`config.mk`:
```
export PLATFORM = sky130hd
export DESIGN_NAME = rv_run_controller
export DESIGN_NICKNAME = d
export VERILOG_FILES = /design/src/rtl/rv_run_pkg.sv /design/src/rtl/rv_run_controller_fifo.sv /design/src/rtl/rv_run_controller.sv
export SDC_FILE = /design/constraint.sdc
export NUM_CORES = 1
export LEC_CHECK = 0
export ABC_CLOCK_PERIOD_IN_PS = 6950
export CAP_MARGIN = 20
export CORE_UTILIZATION = 41
export DETAILED_ROUTE_END_ITERATION = 7
export MAX_ROUTING_LAYER = met4
export SETUP_SLACK_MARGIN = 0.1
export SLEW_MARGIN = 25
export SYNTH_ARGS = -nofsm -noshare
export SYNTH_HDL_FRONTEND = slang
export SYNTH_HIERARCHICAL = 1
export SYNTH_SLANG_ARGS = --single-unit
```
`constraint.sdc`:
```
create_clock -name clk_i -period 6.95 [get_ports clk_i]
set_input_delay 1.39 -clock clk_i [delete_from_list [all_inputs] [get_ports clk_i]]
set_output_delay 1.39 -clock clk_i [all_outputs]
set_load 0.02 [all_outputs]
```
`src/rtl/rv_run_pkg.sv`:
```
// Shared definitions for the RISC-V run controller.
//   run_state_e : controller state encoding, also driven out as the debug state
//   ECALL_INSN  : instruction word that requests a halt
//   RD_W        : width of a writeback destination register index
//   trace_w()   : width of one trace entry {rd, data} for a given XLEN
package rv_run_pkg;

  typedef enum logic [1:0] {
    ST_RESET_HOLD = 2'b00,
    ST_RUN        = 2'b01,
    ST_HALTED     = 2'b10,
    ST_TIMEOUT    = 2'b11
  } run_state_e;

  localparam logic [31:0] ECALL_INSN = 32'h0000_0073;
  localparam int          RD_W       = 5;

  function automatic int trace_w(input int xlen);
    return RD_W + xlen;
  endfunction

endpackage

```
`src/rtl/rv_run_controller_fifo.sv`:
```
// trace_fifo: small synchronous FIFO holding register-writeback trace entries.
// Ports:
//   clk_i, rst_ni : clock (rising edge), asynchronous active-low reset
//   flush_i       : synchronous flush, empties the FIFO on the next edge
//   push_i, din_i : write request and data
//   pop_i         : read request (advance head)
//   dout_o        : head entry, read from registered storage by registered pointer
//   full_o        : no free entry
//   empty_o       : no valid entry
// A push while full is accepted only if a pop happens in the same cycle;
// otherwise it is ignored (the caller reports the drop).
module trace_fifo #(
  parameter int WIDTH = 69,
  parameter int DEPTH = 8
) (
  input  logic             clk_i,
  input  logic             rst_ni,
  input  logic             flush_i,
  input  logic             push_i,
  input  logic             pop_i,
  input  logic [WIDTH-1:0] din_i,
  output logic [WIDTH-1:0] dout_o,
  output logic             full_o,
  output logic             empty_o
);

  localparam int AW = $clog2(DEPTH);

  // One extra pointer bit: equal low bits with differing MSB means full.
  logic [AW:0]      wr_q, wr_d;
  logic [AW:0]      rd_q, rd_d;
  logic [WIDTH-1:0] mem_q [DEPTH];
  logic             do_push;
  logic             do_pop;

  assign empty_o = (wr_q == rd_q);
  assign full_o  = (wr_q[AW] != rd_q[AW]) && (wr_q[AW-1:0] == rd_q[AW-1:0]);
  assign do_pop  = pop_i && !empty_o;
  assign do_push = push_i && (!full_o || do_pop);
  assign dout_o  = mem_q[rd_q[AW-1:0]];

  always_comb begin
    wr_d = wr_q;
    rd_d = rd_q;
    if (flush_i) begin
      wr_d = '0;
      rd_d = '0;
    end else begin
      if (do_push) wr_d = wr_q + 1'b1;
      if (do_pop)  rd_d = rd_q + 1'b1;
    end
  end

  always_ff @(posedge clk_i or negedge rst_ni) begin
    if (!rst_ni) begin
      wr_q <= '0;
      rd_q <= '0;
    end else begin
      wr_q <= wr_d;
      rd_q <= rd_d;
    end
  end

  // Storage needs no reset: nothing is read out until a pointer says it is valid.
  always_ff @(posedge clk_i) begin
    if (do_push && !flush_i) mem_q[wr_q[AW-1:0]] <= din_i;
  end

endmodule

```
`src/rtl/rv_run_controller.sv`:
```
// rv_run_controller: run controller sitting between the top level and the
// RISC-V processor. Sequences the core reset, counts RUN cycles and retired
// instructions, detects halt (ECALL, stalled PC, timeout) and buffers register
// writebacks in a trace FIFO.
// Ports:
//   clk_i, reset_ni        : clock (rising edge), asynchronous active-low reset
//   restart_i              : synchronous re-run request, sampled every cycle
//   core_reset_o           : active-high reset to the processor
//   pc_i, instr_i          : processor PC and current instruction
//   wb_en_i, wb_rd_i, wb_data_i : register writeback event
//   trace_valid_o/trace_ready_i : trace head handshake
//   trace_rd_o, trace_data_o    : trace head entry
//   state_o                : 00 RESET_HOLD, 01 RUN, 10 HALTED, 11 TIMEOUT
//   cycle_count_o          : RUN cycles elapsed (saturating)
//   retired_count_o        : PC changes observed in RUN (saturating)
//   overflow_o             : sticky, a trace entry was dropped
// Trace handshake: an entry transfers on every rising edge where
// trace_valid_o && trace_ready_i; trace_valid_o never depends combinationally
// on trace_ready_i, and the head is stable while valid is high and not taken.
module rv_run_controller
  import rv_run_pkg::*;
#(
  parameter int XLEN        = 64,
  parameter int DEPTH       = 8,
  parameter int RST_CYCLES  = 2,
  parameter int HALT_STABLE = 4,
  parameter int MAX_CYCLES  = 1000,
  parameter int CNT_W       = 32
) (
  input  logic             clk_i,
  input  logic             reset_ni,
  input  logic             restart_i,
  output logic             core_reset_o,
  input  logic [XLEN-1:0]  pc_i,
  input  logic [31:0]      instr_i,
  input  logic             wb_en_i,
  input  logic [4:0]       wb_rd_i,
  input  logic [XLEN-1:0]  wb_data_i,
  output logic             trace_valid_o,
  input  logic             trace_ready_i,
  output logic [4:0]       trace_rd_o,
  output logic [XLEN-1:0]  trace_data_o,
  output logic [1:0]       state_o,
  output logic [CNT_W-1:0] cycle_count_o,
  output logic [CNT_W-1:0] retired_count_o,
  output logic             overflow_o
);

  localparam int TW = trace_w(XLEN);

  run_state_e       state_q, state_d;
  logic [CNT_W-1:0] hold_q, hold_d;
  logic [CNT_W-1:0] stable_q, stable_d;
  logic [CNT_W-1:0] cycle_q, cycle_d;
  logic [CNT_W-1:0] retired_q, retired_d;
  logic [XLEN-1:0]  pc_prev_q, pc_prev_d;
  logic             first_q, first_d;
  logic             overflow_q, overflow_d;

  logic             push_req;
  logic             fifo_push;
  logic             fifo_pop;
  logic             fifo_full;
  logic             fifo_empty;
  logic [TW-1:0]    fifo_dout;
  logic             pc_changed;

  assign push_req   = (state_q == ST_RUN) && wb_en_i && (wb_rd_i != 5'd0);
  assign fifo_pop   = !fifo_empty && trace_ready_i;
  assign fifo_push  = push_req && !restart_i;
  assign pc_changed = (pc_i != pc_prev_q);

  always_comb begin
    state_d    = state_q;
    hold_d     = hold_q;
    stable_d   = stable_q;
    cycle_d    = cycle_q;
    retired_d  = retired_q;
    pc_prev_d  = pc_prev_q;
    first_d    = first_q;
    overflow_d = overflow_q;

    if (push_req && fifo_full && !fifo_pop) overflow_d = 1'b1;

    case (state_q)
      ST_RESET_HOLD: begin
        if (hold_q == CNT_W'(RST_CYCLES - 1)) begin
          state_d  = ST_RUN;
          hold_d   = '0;
          stable_d = '0;
          first_d  = 1'b1;
        end else begin
          hold_d = hold_q + CNT_W'(1);
        end
      end
      ST_RUN: begin
        pc_prev_d = pc_i;
        first_d   = 1'b0;
        if (pc_changed) begin
          retired_d = (&retired_q) ? retired_q : retired_q + CNT_W'(1);
          stable_d  = '0;
        end else if (!first_q) begin
          // pc_prev is stale on the first RUN cycle, so no stall is counted.
          stable_d = stable_q + CNT_W'(1);
        end
        // Exit priority: ECALL, stalled PC, timeout. The exit cycle itself is
        // not added to cycle_count, so the count freezes at the exit cycle.
        if (instr_i == ECALL_INSN) begin
          state_d = ST_HALTED;
        end else if (stable_d == CNT_W'(HALT_STABLE)) begin
          state_d = ST_HALTED;
        end else if (cycle_q == CNT_W'(MAX_CYCLES - 1)) begin
          state_d = ST_TIMEOUT;
        end else begin
          cycle_d = (&cycle_q) ? cycle_q : cycle_q + CNT_W'(1);
        end
      end
      default: ;  // HALTED / TIMEOUT hold until restart or reset
    endcase

    if (restart_i) begin
      state_d    = ST_RESET_HOLD;
      hold_d     = '0;
      stable_d   = '0;
      cycle_d    = '0;
      retired_d  = '0;
      pc_prev_d  = '0;
      first_d    = 1'b0;
      overflow_d = 1'b0;
    end
  end

  always_ff @(posedge clk_i or negedge reset_ni) begin
    if (!reset_ni) begin
      state_q    <= ST_RESET_HOLD;
      hold_q     <= '0;
      stable_q   <= '0;
      cycle_q    <= '0;
      retired_q  <= '0;
      pc_prev_q  <= '0;
      first_q    <= 1'b0;
      overflow_q <= 1'b0;
    end else begin
      state_q    <= state_d;
      hold_q     <= hold_d;
      stable_q   <= stable_d;
      cycle_q    <= cycle_d;
      retired_q  <= retired_d;
      pc_prev_q  <= pc_prev_d;
      first_q    <= first_d;
      overflow_q <= overflow_d;
    end
  end

  trace_fifo #(
    .WIDTH (TW),
    .DEPTH (DEPTH)
  ) u_trace_fifo (
    .clk_i   (clk_i),
    .rst_ni  (reset_ni),
    .flush_i (restart_i),
    .push_i  (fifo_push),
    .pop_i   (fifo_pop),
    .din_i   ({wb_rd_i, wb_data_i}),
    .dout_o  (fifo_dout),
    .full_o  (fifo_full),
    .empty_o (fifo_empty)
  );

  // Core is held in reset in every state except RUN; the drop coincides with
  // the edge that enters RUN.
  assign core_reset_o    = (state_q != ST_RUN);
  assign state_o         = state_q;
  assign cycle_count_o   = cycle_q;
  assign retired_count_o = retired_q;
  assign overflow_o      = overflow_q;
  assign trace_valid_o   = !fifo_empty;
  assign trace_rd_o      = fifo_dout[XLEN +: 5];
  assign trace_data_o    = fifo_dout[XLEN-1:0];

endmodule

```
==> impl_metrics.tcl <==
set metrics [dict create \
    synth_top_flop_cell "edfxtp_1" \
    criticalPathCategory "register to primary output" \
    hold_depth 1 \
    async_flop_share_pct 27.0 \
    outcome "complete, no violations" \
    relSlewSlack_pct 30.5 \
    cts_buffers 82 \
    power_leakage_nw 13.4 \
    cp.arrival_ns 3.44 \
    core_area_sq_mm 0.0777 \
    drv_slew 0 \
    end_kind "primary output" \
    skew_ns 0.0594 \
    cts_sinks 756 \
    grt_pass1_wl_mm 115 \
    postRouteAntennaNets 0 \
    die_y_um 283 \
    drt_first_pass_iters 6 \
    ir_drop_v 0.000200 \
    hp-class "register to register" \
    grtUsageMet2_pct 31.4 \
    period_needed_ns 4.83 \
    r2r_cells 9 \
    vias 19424 \
    vias_per_cell 5.42 \
    drt_iter0_drc 1351 \
    syn_nets 2343 \
    ios 308 \
    drc 0 \
    place_congestion 0.840 \
    yosysWarnings 6 \
    rows 102 \
    timing.fmax_ghz 0.207 \
    dieArea_sq_mm 0.0800 \
    clk_latency_ns 0.66 \
    rsz0062_at_grt "false" \
    antenna_found_initial 8 \
    wl_mm 75.0 \
    grt_pass1_vias 19729 \
    finalSetupViolations 0 \
    syn_area_per_cell_sq_um 14.9 \
    netlist_area_sq_mm 0.0323 \
    cp.required_ns 5.56 \
    cts_resized 0 \
    cts_setup_buffers 0 \
    dp_cells 3420 \
    cts_buffer_depth 3 \
    clkTransAtPathRegs_ns 0.06 \
    groute.usage.overall_pct 19.3 \
    routedWlPerCell_um 20.9 \
    drv_cap 0 \
    powerDensity_mw_per_mm2 244 \
    cts_root_buffer "clkbuf_16" \
    cp-start-kind "register" \
    busiest_layer "met2" \
    synth.distinct_cells 80 \
    grtUsageMet3_pct 5.16 \
    tritoncts "yes" \
    syn_inst 2166 \
    path_max_fanout 74 \
    tightest_slew_ns 1.04 \
    start_util_pct 41.6 \
    grt_start_max_net_pins 117 \
    htreeDepth 3 \
    post-dp-hpwl_mm 44.0 \
    synth-edff-count 552 \
    finalHoldViolCount 0 \
    area_growth_syn_to_layout_pct 21.7 \
    grt_use_met1_pct 23.8 \
    portBuffers 307 \
    hold_buffers 0 \
    drive_gt1_share_pct 16.0 \
    grt_remaining_overflow 0 \
    fillers 6460 \
    yosysSeqAreaShare_pct 67.1 \
    stdcell_count 3581 \
    die_x_um 283 \
    fin_crit_sh_pct 69.4 \
    ys_ff_latch 756 \
    nets 2642 \
    fin_tns_setup_ns 0 \
]
metrics by stage:
step / area, sq um / hold slack (ns) / power [mW] / util (%) / setup WS, ns
global placement: 36600 / 0.478 / 5.43 / 47.1 / 1.89
finish: 39300 / 0.496 / 9.59 / 50.6 / 2.12
floorplan: 32400 / 0.452 / 5.19 / - / -1.08
detailed placement: 36600 / 0.485 / 5.44 / 47.1 / 1.92
CTS: 39300 / 0.495 / 9.70 / 50.5 / 2.06
global route: 39300 / 0.518 / 9.91 / 50.6 / 2.00
cells in the final DEF (no fill, tap or decap), types with 4 or more instances in the layout:
| cell | n |
|---|---|
| buf_12 | 6 |
| xnor2_1 | 46 |
| nor2b_1 | 16 |
| buf_4 | 23 |
| or3_1 | 18 |
| and4_1 | 10 |
| and3_1 | 32 |
| nor4_1 | 46 |
| a31oi_1 | 17 |
| clkinv_16 | 5 |
| o31ai_1 | 12 |
| clkbuf_8 | 7 |
| nor2_1 | 107 |
| nand3_1 | 51 |
| inv_1 | 24 |
| edfxtp_1 | 552 |
| clkinv_2 | 14 |
| o21ai_0 | 92 |
| a21oi_1 | 98 |
| nand2_1 | 236 |
| xor2_1 | 74 |
| nor3_1 | 31 |
| ha_1 | 7 |
| nor3_4 | 6 |
| nor3_2 | 6 |
| o41ai_1 | 13 |
| mux2_2 | 74 |
| dfrtp_1 | 201 |
| diode_2 | 8 |
| a21o_1 | 7 |
| o21ai_1 | 4 |
| clkbuf_1 | 18 |
| clkinv_1 | 17 |
| o211ai_1 | 4 |
| clkdlybuf4s50_1 | 305 |
| clkbuf_16 | 82 |
| bufinv_16 | 4 |
| mux2i_1 | 4 |
| mux4_2 | 138 |
| nand4_1 | 38 |
state kept, by name (all words and copies together), names as in the netlist:
| register | flops |
|---|---|
| u_trace_fifo/mem_q | 552 |
| pc_prev_q | 64 |
| cycle_count_o | 32 |
| hold_q | 32 |
| retired_count_o | 32 |
| stable_q | 32 |
| u_trace_fifo/rd_q | 4 |
| u_trace_fifo/wr_q | 4 |
| state_o | 2 |
| first_q | 1 |
| overflow_o | 1 |
final cells by class:
cell class | instances | area (sq um) | share of cell area, %
flip-flops and latches | 756 | 21700 | 55.2
multi-input cells | 1262 | 10100 | 25.8
repair buffers | 338 | 3410 | 8.67
clock buffers | 107 | 2220 | 5.63
well taps | 1040 | 1300 | 3.31
clock inverters | 45 | 459 | 1.17
inverters | 25 | 93.8 | 0.239
diodes | 8 | 20.0 | 0.0509
cell usage after synthesis (12+ instances only):
master	instances	area share, %
o41ai_1	13	0.35
mux2_2	74	2.6
a21oi_1	98	1.5
buf_2	28	0.43
and3_1	32	0.62
nand3_1	51	0.79
dfrtp_1	204	16
mux4_2	138	9.6
xor2_1	74	2.0
o21ai_0	92	1.4
nor2b_1	17	0.33
nor2_1	107	1.2
or3_1	18	0.35
a31oi_1	17	0.33
o31ai_1	12	0.28
edfxtp_1	552	51
xnor2_1	46	1.2
nor4_1	48	0.93
nand4_1	38	0.74
inv_1	25	0.29
nor3_1	40	0.62
nand2_1	236	2.7
clkbuf_1	80	0.93
metal layers:
layer	up-vias	wire, um
met1	9903	31200
li1	8925	-
met5	-	0
met3	97	5290
met2	499	37000
met4	0	1490
power by group:
group          internal [mW]  switching [mW]
registers               4.89          0.0265
logic                  0.189           0.242
clock network           2.43            1.81
total                   7.51            2.08
critical path: stages (launching register included):
cell	delay (ns)
dfrtp_4	0.75
buf_6	0.68
mux4_2	0.42
mux2_2	0.27
clkdlybuf4s50_1	0.61
kinds of logic after synthesis:
logic type | count (synthesis) | synth area share [%]
and+or+nand+nor | 638 | 9.81
xor gates and xnor gates | 120 | 3.25
muxes | 222 | 12.6
DFF | 756 | 67.1
buffers and inverters | 148 | 1.92
adders and majority gates | 7 | 0.271
AOI/OAI and AO/OA | 275 | 5.11
path summary, 6_finish.rpt:
check                      slack (ns)                             start                            endpoint
max reg2reg                      2.51  u_trace_fifo/rd_q[1]$_DFFE_PN0P_  u_trace_fifo/mem_q[3][5]$_DFFE_PP_
max in group asynchronous        4.76                          reset_ni           pc_prev_q[28]$_DFFE_PN0N_
min in group asynchronous        0.64                          reset_ni               hold_q[0]$_DFFE_PN0P_
min                              0.50            hold_q[31]$_DFFE_PN0P_              hold_q[31]$_DFFE_PN0P_
max                              2.12  u_trace_fifo/rd_q[1]$_DFFE_PN0P_                    trace_data_o[14]
min reg2reg                      0.50            hold_q[31]$_DFFE_PN0P_              hold_q[31]$_DFFE_PN0P_
(Power assumes the default switching activity.)
